### src/rtl/mem_stage_wbuf.sv
// ---------------------------------------------------------------------------
// mem_stage_wbuf
//   MEM-stage memory front end with a posted-write buffer in front of the
//   SRAM controller. Stores are posted into a FIFO and retire in one cycle
//   while the FIFO drains to SRAM in the background. Loads that match a
//   buffered address are forwarded from the youngest matching entry in the
//   same cycle. Load misses wait until the FIFO has fully drained, then issue
//   one SRAM read. ready low stalls the pipeline.
//
// Parameters
//   ADDR_W    byte address width (full-width compare)
//   DATA_W    data word width
//   WB_DEPTH  write-buffer entries (power of two, >= 2)
//
// Ports
//   clk, rst      rising-edge clock, synchronous active-high reset
//   mem_read      load request (level, held until ready)
//   mem_write     store request (level, held until ready); wins over mem_read
//   address       request address
//   data          store data
//   mem_result    load data, valid when ready & mem_read (combinational)
//   ready         request completes this cycle; 1 with no request (comb)
//   sram_read     registered backend read strobe, held until sram_ready
//   sram_write    registered backend write strobe, held until sram_ready
//   sram_address  registered backend address
//   sram_wdata    registered backend write data
//   sram_rdata    backend read data, valid with sram_ready
//   sram_ready    backend completion pulse
// ---------------------------------------------------------------------------
module mem_stage_wbuf #(
  parameter int unsigned ADDR_W   = 32,
  parameter int unsigned DATA_W   = 32,
  parameter int unsigned WB_DEPTH = 4
) (
  input  logic              clk,
  input  logic              rst,
  input  logic              mem_read,
  input  logic              mem_write,
  input  logic [ADDR_W-1:0] address,
  input  logic [DATA_W-1:0] data,
  output logic [DATA_W-1:0] mem_result,
  output logic              ready,
  output logic              sram_read,
  output logic              sram_write,
  output logic [ADDR_W-1:0] sram_address,
  output logic [DATA_W-1:0] sram_wdata,
  input  logic [DATA_W-1:0] sram_rdata,
  input  logic              sram_ready
);

  localparam int unsigned PTR_W = (WB_DEPTH > 1) ? $clog2(WB_DEPTH) : 1;
  localparam int unsigned CNT_W = PTR_W + 1;
  localparam logic [CNT_W-1:0] DEPTH_CNT = CNT_W'(WB_DEPTH);

  typedef enum logic [1:0] {
    IDLE    = 2'd0,
    WR_BUSY = 2'd1,
    RD_BUSY = 2'd2
  } state_t;

  state_t state;
  state_t next_state;

  // Write-buffer storage and control
  logic [ADDR_W-1:0] wb_addr [WB_DEPTH];
  logic [DATA_W-1:0] wb_data [WB_DEPTH];
  logic [PTR_W-1:0]  wr_ptr;
  logic [PTR_W-1:0]  rd_ptr;
  logic [CNT_W-1:0]  count;

  logic wr_req;
  logic rd_req;
  logic full;
  logic push;
  logic pop;

  logic              hit;
  logic [DATA_W-1:0] hit_data;
  logic [PTR_W-1:0]  scan_idx;

  // Next values for the registered backend interface
  logic              sram_read_d;
  logic              sram_write_d;
  logic [ADDR_W-1:0] sram_address_d;
  logic [DATA_W-1:0] sram_wdata_d;

  // A simultaneous read+write is a write; the read half is ignored.
  assign wr_req = mem_write;
  assign rd_req = mem_read & ~mem_write;
  assign full   = (count == DEPTH_CNT);
  // Admission uses the registered count only, so a same-edge pop never frees
  // a slot for a store that found the buffer full.
  assign push   = wr_req & ~full;
  assign pop    = (state == WR_BUSY) & sram_ready;

  // Scan oldest to youngest so the last match found is the youngest one.
  always_comb begin
    hit      = 1'b0;
    hit_data = '0;
    scan_idx = '0;
    for (int k = 0; k < int'(WB_DEPTH); k++) begin
      scan_idx = rd_ptr + PTR_W'(k);
      if ((CNT_W'(k) < count) && (wb_addr[scan_idx] == address)) begin
        hit      = 1'b1;
        hit_data = wb_data[scan_idx];
      end
    end
  end

  // FSM state register
  always_ff @(posedge clk) begin
    if (rst) begin
      state <= IDLE;
    end else begin
      state <= next_state;
    end
  end

  // FSM next-state logic; buffered writes always go out before any read miss
  always_comb begin
    next_state = state;
    case (state)
      IDLE: begin
        if (count != '0) begin
          next_state = WR_BUSY;
        end else if (rd_req && !hit) begin
          next_state = RD_BUSY;
        end
      end
      WR_BUSY: begin
        if (sram_ready) begin
          next_state = IDLE;
        end
      end
      RD_BUSY: begin
        if (sram_ready) begin
          next_state = IDLE;
        end
      end
      default: next_state = IDLE;
    endcase
  end

  // FSM output logic: pipeline handshake plus next backend register values
  always_comb begin
    ready          = 1'b1;
    mem_result     = '0;
    sram_read_d    = 1'b0;
    sram_write_d   = 1'b0;
    sram_address_d = sram_address;
    sram_wdata_d   = sram_wdata;

    if (wr_req) begin
      ready = ~full;
    end else if (rd_req) begin
      if (hit) begin
        mem_result = hit_data;
      end else if ((state == RD_BUSY) && sram_ready) begin
        // Miss data passes straight through in the completion cycle
        mem_result = sram_rdata;
      end else begin
        ready = 1'b0;
      end
    end

    // Strobes follow the state being entered, so they drop on the same edge
    // the FSM returns to IDLE.
    case (next_state)
      WR_BUSY: begin
        sram_write_d   = 1'b1;
        sram_address_d = wb_addr[rd_ptr];
        sram_wdata_d   = wb_data[rd_ptr];
      end
      RD_BUSY: begin
        sram_read_d    = 1'b1;
        sram_address_d = address;
      end
      default: ;
    endcase
  end

  // Registered backend interface
  always_ff @(posedge clk) begin
    if (rst) begin
      sram_read    <= 1'b0;
      sram_write   <= 1'b0;
      sram_address <= '0;
      sram_wdata   <= '0;
    end else begin
      sram_read    <= sram_read_d;
      sram_write   <= sram_write_d;
      sram_address <= sram_address_d;
      sram_wdata   <= sram_wdata_d;
    end
  end

  // FIFO pointers and occupancy; reset discards any unacked posted writes
  always_ff @(posedge clk) begin
    if (rst) begin
      wr_ptr <= '0;
      rd_ptr <= '0;
      count  <= '0;
    end else begin
      if (push) begin
        wr_ptr <= wr_ptr + PTR_W'(1);
      end
      if (pop) begin
        rd_ptr <= rd_ptr + PTR_W'(1);
      end
      case ({push, pop})
        2'b10:   count <= count + CNT_W'(1);
        2'b01:   count <= count - CNT_W'(1);
        default: count <= count;
      endcase
    end
  end

  // FIFO payload; contents are only meaningful below count, so no reset
  always_ff @(posedge clk) begin
    if (push) begin
      wb_addr[wr_ptr] <= address;
      wb_data[wr_ptr] <= data;
    end
  end

endmodule
### config.mk
export PLATFORM = sky130hd
export DESIGN_NAME = mem_stage_wbuf
export DESIGN_NICKNAME = d
export VERILOG_FILES = /design/src/rtl/mem_stage_wbuf.sv
export SDC_FILE = /design/constraint.sdc
export NUM_CORES = 1
export LEC_CHECK = 0
export CAP_MARGIN = 20
export CELL_PAD_IN_SITES_DETAIL_PLACEMENT = 0
export CELL_PAD_IN_SITES_GLOBAL_PLACEMENT = 1
export CORE_AREA = 2 2 202 204
export CTS_CLUSTER_SIZE = 14
export DETAILED_ROUTE_END_ITERATION = 10
export DIE_AREA = 0 0 204 206
export HOLD_SLACK_MARGIN = 0.06
export PLACE_DENSITY_LB_ADDON = 0.08
export SYNTH_ARGS = -nofsm -noshare
export SYNTH_HDL_FRONTEND = slang
export SYNTH_SLANG_ARGS = --single-unit
### constraint.sdc
create_clock -name clk -period 9.8 [get_ports clk]
set_input_delay 0.98 -clock clk [delete_from_list [all_inputs] [get_ports clk]]
set_output_delay 0.98 -clock clk [all_outputs]
set_load 0.03 [all_outputs]
==> summary.md <==
| Metric | Value |
|---|---|
| Layout cells sized above 1 | 0.1788 |
| Root buffer cell | clkbuf_16 |
| FF+latch count, synth | about 330 |
| Core area | 40180 um2 |
| Initial Util | 0.5116 |
| Synthesized net count | around 1700 |
| Met3 Usage GRT | 0.06433 |
| Worst vdd ir | 0.1774 mV |
| I/O Buffers | approximately 200 |
| Fin cells | 2261 |
| Vias/cell | roughly 6.6 |
| Unrepaired setup endpoints after global routing | no |
| Chip Width | 204 um |
| Critical path data arrival time | 6.14 ns |
| Vias in the first global route | approximately 14000 |
| Pre-Repair DR Iteration Count | 5 |
| Buf/Inv on CP | 3 |
| Routability Congestion | 0.9547 |
| GRT overflow | 0 |
| Top-level I/O count | 200 |
| Longest Clk Path Bufs | 3 |
| Slew Limit Fails | 0 |
| Status | finished, final reports clean |
| Sequential area share after synthesis | 0.4490 |
| Yosys warns | 0 |
| First-pass GRT wire length | about 90 mm |
| Sum of negative setup slack | 0 ns |
| Period utilization | 0.7270 |
| # Post-CTS Setup Buffers | 0 |
| DP Cell Count | ~2200 |
| CTS Sinks | 333 |
| Area Growth Syn to Fin | 16.02% |
| Clk_skew | between 0.02 and 0.025 ns |
| Ys async rst share | 0 |
| Post-Syn Instances | 1587 |
| LEAKAGE | 7.315 nW |
| Total vias in the final route | between 10000 and 15000 |
| Drt total wl | between 60 and 70 mm |
| GR peak layer | met2 |
| Largest net degree at the start of global routing | between 70 and 80 |
| Hold Crit Class | register to register |
| Antenna violations before repair | 3 |
| Library cells used by synthesis | 72 |
| Worst-margin pin slew | 1.024 ns |
| Cell depth of the worst setup path | 12 |
| Post-synth EDFFs | 256 |
| # resized after CTS | 0 |
| Slowest-stage cell, CP | dfxtp_4 |
| WL/cell | between 20 and 30 um |
| Mean post-synth cell area | 12.95 um2 |
| Cell taking the most area after synthesis | edfxtp_1 |
| Netlist Area Pre-Place | 20560 um2 |
| Count leader, synth | edfxtp_1 |
| Met1 Resource Use GR | 0.4359 |
| Worst setup EP type | output pin |
| Power density over cell area | 224.9 nW/um2 |
| Iteration-0 DRC Markers | 1554 |
| Num rows | 74 |
| Main flop type after synthesis | edfxtp_1 |
| Maximum clock rate | about 140 MHz |
| Final hold viol count | 0 |
| MaxCap Viol Count | 0 |
| Critical path type | register to output pin |
| Htree depth | 2 |
| Crit path largest cell delay | between 0.7 and 0.8 ns |
| Delay-heaviest family, CP | simple AND/OR/NAND/NOR gates |
| Die footprint | 42020 um2 |
| Core Util, Final | 0.5935 |
| Hold Buf Count CTS | 0 |
| Synth cell count leaders | edfxtp_1, mux4_2, mux2i_1 |
| GRT Overall Usage | 0.2975 |
| Fin nets | 1816 |
| Setup Viol. Count Final | 0 |
| Worst-Skew Late Latency | 0.57 ns |
| DP Wirelength | between 40 and 50 mm |
| Critical path launch point type | register |
| # DRC | 0 |
| Top-area cell type share of the netlist area | 0.3740 |
| Met2 usage | 0.4572 |
| Crit-path cells | buf_12 > mux4_2 > xnor2_1 > nand4_1 > nor4_2 > nand4b_1 > or2_1 > buf_4 > nand4_4 > o211ai_1 > o21ai_1 > clkdlybuf4s50_1 |
| Die height | between 200 and 250 um |
| Relative slew slack | 0.3174 |
| Synth area leaders | edfxtp_1, mux4_2, dfxtp_1 |
| Crit-path max FO | 71 |
| Min cycle time layout | just over 7 ns |
| Clock-pin slew on the worst setup and hold paths | ~0.050 ns |
| Reg2reg path depth | 18 |
| Antenna-violating nets left | 0 |
| Worst EP required | 8.82 ns |
| CTS Buf Count | 38 |
| TritonCTS clock tree | yes |
| Hold path depth | 2 |
## cell families (layout without fill, tap and decap cells)
kind of cell    after synthesis  count (layout)  synth area share
simple gates                324             324           0.08083
xor+xnor                    123             123           0.05241
flops                       333             333            0.4490
buf+inv                     172             313           0.04005
mux                         353             353            0.2817
compound gates              266             266           0.08631
fa+ha+maj                    16              16          0.009739
other cells                   0               1                 0
## registers in the layout, indices dropped and copies added, names as in the netlist, 2 cells and up, named ones only
name and cells:
wb_addr 128, wb_data 128, sram_address 32, sram_wdata 32, count 3, rd_ptr 2
state 2, wr_ptr 2
## report_power, final
group,internal (mW),switching [mW],leakage (nW)
clock,0.755,0.576,0.567
sequential,1.73,0.170,2.99
combinational,0.912,1.22,3.76
## final timing paths
kind	start	end	slack [ns]
worst min register to register	sram_address[29]	sram_address[29]	0.47
worst min-delay path	sram_address[29]	sram_address[29]	0.47
worst max-delay path	rd_ptr[0]	mem_result[2]	2.68
worst max register to register	rd_ptr[0]	sram_address[9]	2.76
## layer usage
metal  vias to the layer above  wire length [um]
met5                         -                42
met4                         6              1084
met3                        73              5562
met2                       713             28570
met1                      7577             27110
li1                       6473                 -
## cell usage in the layout (no fill, tap or decap), types with 39 or more instances in the layout
master / synthesis / layout
xnor2_1: 86 / 86
nand2_1: 63 / 63
nor2_1: 103 / 103
mux2i_1: 151 / 151
a21oi_1: 72 / 71
dfxtp_1: 77 / 73
mux4_2: 178 / 178
clkbuf_16: 0 / 39
clkdlybuf4s50_1: 0 / 198
edfxtp_1: 256 / 256
## worst min-delay path, stage by stage (launching register included)
cell and delay (ns):
dfxtp_1 0.31, inv_1 0.05, a221oi_1 0.07
## metrics by stage
step	power (mW)	area (um2)	hold WS, ns	setup slack [ns]
final	5.363	23850	0.4742	2.675
after global placement	4.021	22700	0.4617	2.487
after CTS	5.382	23850	0.4766	2.651
after global routing	5.615	23850	0.5095	2.266
after detailed placement	4.045	22700	0.4676	2.478
after floorplan	3.368	20560	0.4692	5.229
## layout make-up
cell class / instances / area (um2)
tap: 532 / 665.6
antenna: 1 / 2.502
fill: 3235 / 16330
inverter: 23 / 86.33
timing repair buffer: 221 / 2175
clock buffer: 46 / 1002
multi-input combinational: 1082 / 10530
clock inverter: 23 / 140.1
sequential: 333 / 9244
(Power assumes the default switching activity.)
==> RTL change: new RTL, same flow settings <==
`sram_wdata` no longer has a reset.
--- a/src/rtl/mem_stage_wbuf.sv
+++ b/src/rtl/mem_stage_wbuf.sv
@@ -185,13 +185,15 @@
       sram_read    <= 1'b0;
       sram_write   <= 1'b0;
       sram_address <= '0;
-      sram_wdata   <= '0;
     end else begin
       sram_read    <= sram_read_d;
       sram_write   <= sram_write_d;
       sram_address <= sram_address_d;
-      sram_wdata   <= sram_wdata_d;
-    end
+    end
+  end
+
+  always_ff @(posedge clk) begin
+    sram_wdata <= sram_wdata_d;
   end
 
   // FIFO pointers and occupancy; reset discards any unacked posted writes
Function: differs if rst is asserted again (counterexample within 4 cycles, from zero or initial values and one cycle with rst high); with rst held inactive, the same outputs for 4 cycles.
==> RTL change against the original RTL <==
Worst setup slack worse by 210 ps. Area after synthesis up 3.1%. Cell area up 4.0%. Sequential cell count unchanged. Critical path type unchanged. Routed wire length up 9.1%. Total power up 5.0%. Register-to-register slack better by 180 ps.
==> RTL change: results (changes against the original RTL) <==
multi-input gates=1195 (+10%); WHS Endpoint=sram_address[24]$_SDFFE_PP0P_; status=completed; worst-path fanout max=62 (-13%); Net Sw Frac=0.361 (-0.00546); DRT iter0 DRCs=1904 (+23%); ClkCell Share=0.0552 (+0.00729); Post-synth EDFFs=288 (+13%); non-clock buffer count=229 (+3.6%); placed inst area=23400 µm² (+3.2%); first-pass GRT wire length=100 mm (+8.8%); gr usage total=0.324 (+0.0269); share of cells above drive strength 1=0.169 (-0.00947); NonClk Buf Share=0.0897 (-0.00149); grt met3 use=0.0558 (-0.00851); Gate Count Post-Synth=1714 (+8.0%); register area=9560 µm² (+3.5%); clock buffer count=45 (-2.2%); CP peak stage delay=1030 ps (+270 ps); met2 WL=29.5 mm (+3.2%); post-synth cell types=82 (+14%); met1 wire length=29.6 mm (+9.4%); routing usage on met2=0.469 (+0.0121); vias in the first global route=15300 (+7.2%); wire length on met3=6.84 mm (+23%); R2R Path End=sram_address[3]$_SDFFE_PP0P_; crit path DAT=6350 ps (+210 ps); total CTS buffers=39 (+2.6%); crit path to=mem_result[15]; multi-input gate share of the layout cell area=0.437 (-0.00482); # diodes=2 (+1); most instantiated cells after synthesis=edfxtp_1, mux4_2, mux2i_1; drt wl/cell=28.3 µm (+2.8%); met1 usage=0.495 (+0.0594); Final #Nets=1952 (+7.5%); largest net degree at the start of global routing=70 (-9.1%); post-synth net total=1831 (+7.5%); R2R Setup Slk=2940 ps (+180 ps); clock network power share=0.276 (+0.028); GPL Wtd Cong=0.988 (+3.5%); post-synthesis sequential area ratio=0.451 (+0.00160); R2R cell count=16 (-2)
[RTL change: changes by cell type in the layout (fill, tap and decap cells not counted), moves of 16 or more]
cell and change:
a22oi_1 -22, dfxtp_1 -32, edfxtp_1 +32, mux2_2 +19, mux4_2 -31, nand2_1 +38
nand3_1 +17, nand4_1 +18, o21ai_0 +22, o221ai_1 +16, xnor2_1 +19, xor2_1 -19
[RTL change: kinds of logic (layout without fill, tap and decap cells)]
logic type,Yosys count,after routing,synth area share
DFF,333,333,0.451
adders and majority gates,16,16,0.00945
xor gates and xnor gates,124,124,0.0516
AOI/OAI and AO/OA,308,308,0.102
and+or+nand+nor,418,418,0.0996
other,0,2,0
muxes,329,329,0.245
buffers and inverters,186,338,0.0416
[RTL change: per-stage QoR]
| step | hold WS (ps) | utilization |
|---|---|---|
| finish | 484 | 0.617 |
| global route | 505 | 0.617 |
| CTS | 489 | 0.617 |
| detailed placement | 477 | 0.583 |
| global placement | 468 | 0.583 |
| floorplan | 509 | - |
